### config.mk
export PLATFORM = sky130hd
export DESIGN_NAME = req_issuer
export DESIGN_NICKNAME = d
export VERILOG_FILES = /design/src/rtl/req_pkg.sv /design/src/rtl/req_fifo.sv /design/src/rtl/req_issuer.sv
export SDC_FILE = /design/constraint.sdc
export NUM_CORES = 1
export LEC_CHECK = 0
export ABC_AREA = 0
export BUFFER_PORTS_ARGS = -buffer_cell sky130_fd_sc_hd__buf_4
export CORE_MARGIN = 4
export CORE_UTILIZATION = 49
export CTS_CLUSTER_DIAMETER = 50
export CTS_CLUSTER_SIZE = 40
export DETAILED_ROUTE_END_ITERATION = 16
export GPL_TIMING_DRIVEN = 0
export PLACE_DENSITY = 0.83
export RECOVER_POWER = 25
export SYNTH_ARGS = -nofsm -noshare
export SYNTH_HDL_FRONTEND = slang
export SYNTH_SLANG_ARGS = --single-unit
### constraint.sdc
create_clock -name clk -period 1.95 [get_ports clk]
set_input_delay 0.39 -clock clk [delete_from_list [all_inputs] [get_ports clk]]
set_output_delay 0.39 -clock clk [all_outputs]
set_load 0.02 [all_outputs]
### src/rtl/req_pkg.sv
// Shared request-stream types for the issuer and the aggregation hierarchy.
package req_pkg;

  localparam int REQ_DATA_W = 16;
  localparam int REQ_ID_W   = 4;

  typedef struct packed {
    logic [REQ_DATA_W-1:0] data;
    logic [REQ_ID_W-1:0]   id;
    logic                  valid;
  } request_t;

endpackage

### src/rtl/req_fifo.sv
// Synchronous FIFO with separate occupancy count; no bypass, so a push is
// visible at the head only from the following cycle.
module req_fifo #(
  parameter int W     = 16,
  parameter int DEPTH = 4
) (
  input  logic                       clk,
  input  logic                       rst_n,
  input  logic                       push,
  input  logic [W-1:0]               push_data,
  input  logic                       pop,
  output logic [W-1:0]               head,
  output logic [$clog2(DEPTH):0]     count,
  output logic                       ready,
  output logic                       empty
);

  localparam int AW = $clog2(DEPTH);
  localparam int CW = AW + 1;

  logic [W-1:0]  mem [DEPTH];
  logic [AW-1:0] wr_ptr;
  logic [AW-1:0] rd_ptr;

  // Pointers are log2(DEPTH) wide, so natural overflow is the modulo wrap.
  always_ff @(posedge clk or negedge rst_n) begin
    if (!rst_n) begin
      wr_ptr <= '0;
      rd_ptr <= '0;
      count  <= '0;
    end else begin
      if (push) wr_ptr <= wr_ptr + AW'(1);
      if (pop)  rd_ptr <= rd_ptr + AW'(1);
      case ({push, pop})
        2'b10:   count <= count + CW'(1);
        2'b01:   count <= count - CW'(1);
        default: count <= count;
      endcase
    end
  end

  always_ff @(posedge clk) begin
    if (push) mem[wr_ptr] <= push_data;
  end

  assign head  = mem[rd_ptr];
  assign ready = (count < CW'(DEPTH));
  assign empty = (count == '0);

endmodule

### src/rtl/req_issuer.sv
// Buffers command words, issues one id-stamped registered request per cycle
// and captures the hierarchy's combinational result one cycle later.
module req_issuer
  import req_pkg::*;
#(
  parameter int WIDTH    = 16,
  parameter int DEPTH    = 4,
  parameter int ID_START = 0
) (
  input  logic                      clk,
  input  logic                      rst_n,
  input  logic                      cmd_valid,
  output logic                      cmd_ready,
  input  logic [REQ_DATA_W-1:0]     cmd_data,
  input  logic                      issue_en,
  output request_t                  req,
  input  logic [WIDTH-1:0]          rsp_in,
  output logic                      rsp_valid,
  output logic [REQ_ID_W-1:0]       rsp_id,
  output logic [WIDTH-1:0]          rsp_data,
  output logic [$clog2(DEPTH):0]    fifo_count
);

  // Command handshake: a word transfers on a rising edge where cmd_valid and
  // cmd_ready are both high; cmd_ready depends only on registered occupancy,
  // so it never reflects a pop happening in the same cycle.
  logic                  push;
  logic                  pop;
  logic                  fifo_empty;
  logic [REQ_DATA_W-1:0] head;
  logic [REQ_ID_W-1:0]   id_ctr;

  assign push = cmd_valid && cmd_ready;
  assign pop  = issue_en && !fifo_empty;

  req_fifo #(
    .W     (REQ_DATA_W),
    .DEPTH (DEPTH)
  ) u_fifo (
    .clk       (clk),
    .rst_n     (rst_n),
    .push      (push),
    .push_data (cmd_data),
    .pop       (pop),
    .head      (head),
    .count     (fifo_count),
    .ready     (cmd_ready),
    .empty     (fifo_empty)
  );

  always_ff @(posedge clk or negedge rst_n) begin
    if (!rst_n) begin
      req    <= '0;
      id_ctr <= REQ_ID_W'(ID_START);
    end else if (pop) begin
      req.data  <= head;
      req.id    <= id_ctr;
      req.valid <= 1'b1;
      id_ctr    <= id_ctr + REQ_ID_W'(1);
    end else begin
      req.valid <= 1'b0;
    end
  end

  // rsp_in is a combinational function of req, so sampling it here pairs it
  // with the id that req carried in the same cycle.
  always_ff @(posedge clk or negedge rst_n) begin
    if (!rst_n) begin
      rsp_valid <= 1'b0;
      rsp_id    <= '0;
      rsp_data  <= '0;
    end else begin
      rsp_valid <= req.valid;
      if (req.valid) begin
        rsp_id   <= req.id;
        rsp_data <= rsp_in;
      end
    end
  end

endmodule

**After elaboration in Yosys (flattened, before gate mapping)**

Memory sizes are Yosys's and may differ from the RTL's. A register that Yosys moved wholly into a read port is not among the register bits.
Cells that the tools add are included.

- Register bits after elaboration: 37
- Memories kept: 1
- Input port bits: 36
- Bits in writable memories: 64
- Logic and storage cells: 28

- Eq/ne operators: 2
- Add/subtract/negate cells: 5
- $lt $le $gt $ge: 1
- Mux-type cells: 4
- Reductions and logical operators: 6

Memories:

| name | depth | bits a word | read ports | clocked after memory_dff | wr ports | RTL line | RTL |
|---|---|---|---|---|---|---|---|
| u_fifo.mem | 4 | 16 | 1 | 1 | 1 | req_fifo.sv:21 | `logic [W-1:0] mem [DEPTH];` |

Operators by type and width:

| kind | count |
|---|---|
| $pmux 3 s2 | 1 |
| $add 2x1->2 const B | 2 |
| $add 4x1->4 const B | 1 |
| $add 3x1->3 const B | 1 |
| $logic_not 3->1 | 1 |
| $lt 3x3->1 const B | 1 |
| $mux 1 | 3 |
| $sub 3x1->3 const B | 1 |
| $eq 2x1->1 const B | 1 |
| $eq 2x2->1 const B | 1 |
| $logic_and 1x1->1 | 2 |
| $logic_not 1->1 | 2 |
| $reduce_bool 2->1 | 1 |

**Longest topological paths before layout**

- Word-level depth: 5
- Gate-level depth with buffers: 9

**Hierarchy**

Synthesis repeated with hierarchy kept, for this count alone.

- Cells, all modules: 221
- Area, all modules: 4570.6 µm²

Modules (own cells, without submodules):

| module | area an instance (µm²) | times used | cells each | sequential area each (µm²) |
|---|---|---|---|---|
| req_fifo | 2745.1 | 1 | 121 | 2097.0 |
| req_issuer | 1825.5 | 1 | 100 | 1151.1 |

**Worst setup path before layout**

Ideal clock, no wire load.

- Kind: flip-flop to flip-flop
- Start: register u_fifo.count[0]
- End: register u_fifo.count[2]
- Stages on the path, launching flop included: 10
- Setup time: 0.128 ns
- Buffers on the path: 1
- Setup slack: -0.066 ns
- Arrival time: 1.888 ns
- Cell sequence: dfrtp_1 o31ai_4 inv_2 buf_2 ha_1 inv_1 fa_1 xor2_1 nor2_1 xnor2_1

- Cells in the longest elaborated chain, start to end: 5
- Elaborated cells between the ends (all ways): 11
- Classes of those cells: 2 x add/sub; 1 x order compare; 2 x eq/ne; 1 x mux; 5 x reduce/logical

Ends and longest elaborated chain:

| what | RTL line | RTL |
|---|---|---|
| start, declared | req_fifo.sv:13 | `output logic [$clog2(DEPTH):0] count,` |
| start signal, assigned | req_fifo.sv:35 | `2'b10: count <= count + CW'(1);` |
| start signal, assigned | req_fifo.sv:36 | `2'b01: count <= count - CW'(1);` |
| start signal, assigned | req_fifo.sv:37 | `default: count <= count;` |
| $logic_not 3->1 (*) | req_fifo.sv:48 | `assign empty = (count == '0);` |
| $logic_not 1->1 (*) | req_issuer.sv:34 | `assign pop = issue_en && !fifo_empty;` |
| $logic_and 1x1->1 (*) | req_issuer.sv:34 |  |
| net pop | req_issuer.sv:28 | `logic pop;` |
| $eq 2x1->1 or $eq 2x2->1 (tied branches) | req_fifo.sv:34 | `case ({push, pop})` |
| $pmux 3 s2 or $reduce_bool 2->1 (tied branches) | - |  |

The timed path passes the listed nets; every way through them passes the cells marked *.
A chain may end at the register's enable or synchronous reset.

**Worst setup path in the final report**

- Start: register u_fifo.count[1]
- End: register u_fifo.count[1]

The elaborated chain is that of the path after synthesis.

==> results.cfg <==
[outcome]
status = complete, no violations

[route]
drt-initial-drc-count = 137
viasPerCell = 5.11
ant_nets = 0
dr.pass1.iters = 4
routed_wl_mm = 8.33
vias = 2504
drt-wirelength-per-cell_um = 17.0
drc_errors = 0

[synthesis]
synthFlopType = edfxtp_1
synthTopCellsByCount = nand2_1 (66), edfxtp_1 (64), dfrtp_1 (53), mux2_2 (20)
syn-mean-instance-area_um2 = 16.9
ys_ff_latch = 117
post-synth-top-count-cell = nand2_1
syn-instance-count = 264
yosysWarnings = 0
ys_seq_area_share_pct = 72.7
ys_async_sr_fraction_pct = 45.3
synthTopCellsByArea = edfxtp_1 (43%), dfrtp_1 (30%), nand2_1 (5.5%)
synthesis.area_um2 = 4470
synth_edf_count = 64
syn_nets = 307
synthDistinctLibCells = 23
synth.largest_area_cell = edfxtp_1
yosys.area.top_type_share_pct = 43.0

[min_path]
hp-start = rsp_in[7]
worstHoldPathCells = 2
holdPathEnd = rsp_data[7]$_DFFE_PN0P_
hold_path.class = primary input to flip-flop

[cts]
cts_buffers = 17
clk_path_buf_depth = 2
insertion_delay_ns = 0.51
tritoncts = built
h-tree-depth = 4
path_clk_slew_ns = 0.06
root_buffer = clkbuf_8
cts_sinks = 117

[cells_and_area]
diodes = 0
nets = 412
seqCellArea_um2 = 3250
multi_input_area_um2 = 1120
n_fill_cell = 625
drive_above_1_share_pct = 39.3
syn_to_final_growth_pct = 29.0
instances_no_fill = 490
design_area_um2 = 5760

[timing]
slew_headroom_pct = 54.1
finalClockSkew_ns = 0.00472
setup_tns_ns = 0
period_share_pct = 94.6
fmax_ghz = 0.542
final-max-slew-violation-count = 0
final-hold-violation-count = 0
setup_viol = 0
period_needed_ns = 1.84
worst_pin_slew_ns = 0.688
hold_slack_ns = 0.114

[setup_path]
startpoint_type = flip-flop
r2r-start = u_fifo.count[1]$_DFFE_PN0P_
path_max_fanout = 4
critical_path_class = flip-flop to flip-flop
crit_arrival_ns = 2.27
reg2regPathDepth = 7
required_ns = 2.37
setup.worst_path.end_class = flip-flop
r2r-end = u_fifo.count[1]$_DFFE_PN0P_
reg2reg_slack_ns = 0.11

[global_routing]
first_global_vias = 2650
grt.total_usage_pct = 16.9
antenna_found_initial = 0
grt_max_degree = 54
grt_overflow = 0
grt_pass1_wl_mm = 13.0

[placed_design]
post_dp_cell_area_um2 = 5220
port-buffer-count = 81
gp_congestion = 0.724
placed_cells = 453
dp_hpwl_mm = 5.33

[die]
die_w_um = 103
initial_core_util_pct = 50.7
ioPinCount = 82
row_count = 34
coreArea_um2 = 8810
die_h_um = 103
dieArea_um2 = 10700

[power_and_ir_drop]
powerDensity_nw_per_um2 = 1640
peakVddDrop_mv = 0.947
leakage_uw = 0.00243

[job]
cap_violations = 0
==> sequential cells by signal, summed over array words and instances, names as in the netlist <==
name and flops:
id_ctr 4, u_fifo.rd_ptr 2, u_fifo.wr_ptr 2, rsp_id 4, u_fifo.count 3, req 21, rsp_valid 1, u_fifo.mem 64
rsp_data 16
==> stage by stage <==
stage	worst slack [ns]	power [uW]	util, %
after floorplan	0.0218	5530	-
after global routing	-0.0305	9960	65.4
after detailed placement	-0.107	6670	59.3
after global placement	-0.0801	6540	59.3
final	0.105	9440	65.4
after CTS	0.00351	9500	65.8
==> critical path, cell delays in order (launching register included) <==
cell and delay, ns:
dfrtp_2 0.43, o31ai_4 0.30, inv_2 0.10, buf_8 0.14, ha_2 0.17, inv_1 0.07
fa_2 0.42, mux2i_1 0.14
==> logic make-up (layout without fill, tap and decap cells) <==
kind of cell / count (synthesis) / count (layout) / synth area share [%]
xor gates and xnor gates: 9 / 9 / 1.76
adders and majority gates: 7 / 7 / 2.13
and+or+nand+nor: 73 / 73 / 6.47
AOI/OAI and AO/OA: 2 / 2 / 0.588
buffers and inverters: 19 / 137 / 2.35
muxes: 37 / 37 / 14.0
DFF: 117 / 117 / 72.7
==> routing by layer <==
layer / track usage (%) / wire [um]
met1: 21.0 / 3520
met2: 27.4 / 4260
met3: 4.76 / 465
met4: 7.87 / 84
met5: 0 / 0
==> final cells by class <==
cell class,count,area share [%]
plain buffers,11,1.50
repair buffers,86,10.2
clock inverters,15,2.30
clock buffers,17,7.19
multi-input cells,128,19.5
flip-flops and latches,117,56.4
well taps,108,2.34
inverters,8,0.521
==> what timing repair did <==
action | CTS | global route
hold endpoints to repair | 53 | 0
resized for setup | 4 | 5
buffers inserted | 1 | 3
pin swaps | 1 | 4
setup endpoints to repair | 66 | 2
hold buffers | 1 | 0
==> power by group <==
part | internal, uW | total [uW] | switching, uW
logic | 1400 | 2970 | 1560
registers | 3310 | 3680 | 375
clock network | 1690 | 2790 | 1100
total | 6400 | 9440 | 3040
==> worst max path at each step <==
stage / to / cells past startpoint / from
floorplan: u_fifo.count[2]$_DFFE_PN0P_ / 9 / u_fifo.count[1]$_DFFE_PN0P_
global placement: u_fifo.count[2]$_DFFE_PN0P_ / 9 / u_fifo.count[1]$_DFFE_PN0P_
detailed placement: u_fifo.count[1]$_DFFE_PN0P_ / 7 / u_fifo.count[1]$_DFFE_PN0P_
CTS: u_fifo.count[1]$_DFFE_PN0P_ / 7 / u_fifo.count[0]$_DFFE_PN0P_
global route: u_fifo.count[2]$_DFFE_PN0P_ / 9 / u_fifo.count[1]$_DFFE_PN0P_
finish: u_fifo.count[1]$_DFFE_PN0P_ / 7 / u_fifo.count[1]$_DFFE_PN0P_
==> cell usage in the layout, fill, tap and decap left out <==
cell | netlist | routed
edfxtp_1 | 64 | 64
clkbuf_2 | 0 | 1
dlygate4sd3_1 | 0 | 1
buf_4 | 0 | 69
mux2_2 | 20 | 20
buf_12 | 1 | 1
o31ai_4 | 1 | 1
clkinv_4 | 0 | 4
ha_1 | 6 | 5
nor2b_1 | 1 | 1
inv_2 | 1 | 1
o21ai_0 | 1 | 1
buf_8 | 0 | 1
xnor2_1 | 8 | 8
xor2_1 | 1 | 1
nand2_1 | 66 | 66
mux4_1 | 8 | 8
bufinv_16 | 0 | 1
clkinv_1 | 0 | 1
and2_2 | 0 | 4
dfrtp_2 | 0 | 3
clkbuf_1 | 1 | 16
buf_6 | 1 | 1
mux4_2 | 8 | 8
inv_6 | 0 | 3
mux2i_1 | 1 | 1
fa_2 | 0 | 1
clkinv_2 | 0 | 3
inv_1 | 7 | 7
nand4_1 | 1 | 1
ha_2 | 0 | 1
clkbuf_8 | 0 | 1
dfrtp_1 | 53 | 50
nor2_1 | 1 | 1
buf_2 | 8 | 7
clkbuf_16 | 0 | 16
clkinvlp_4 | 0 | 3
No activity file was read; power rests on OpenSTA's default activity.
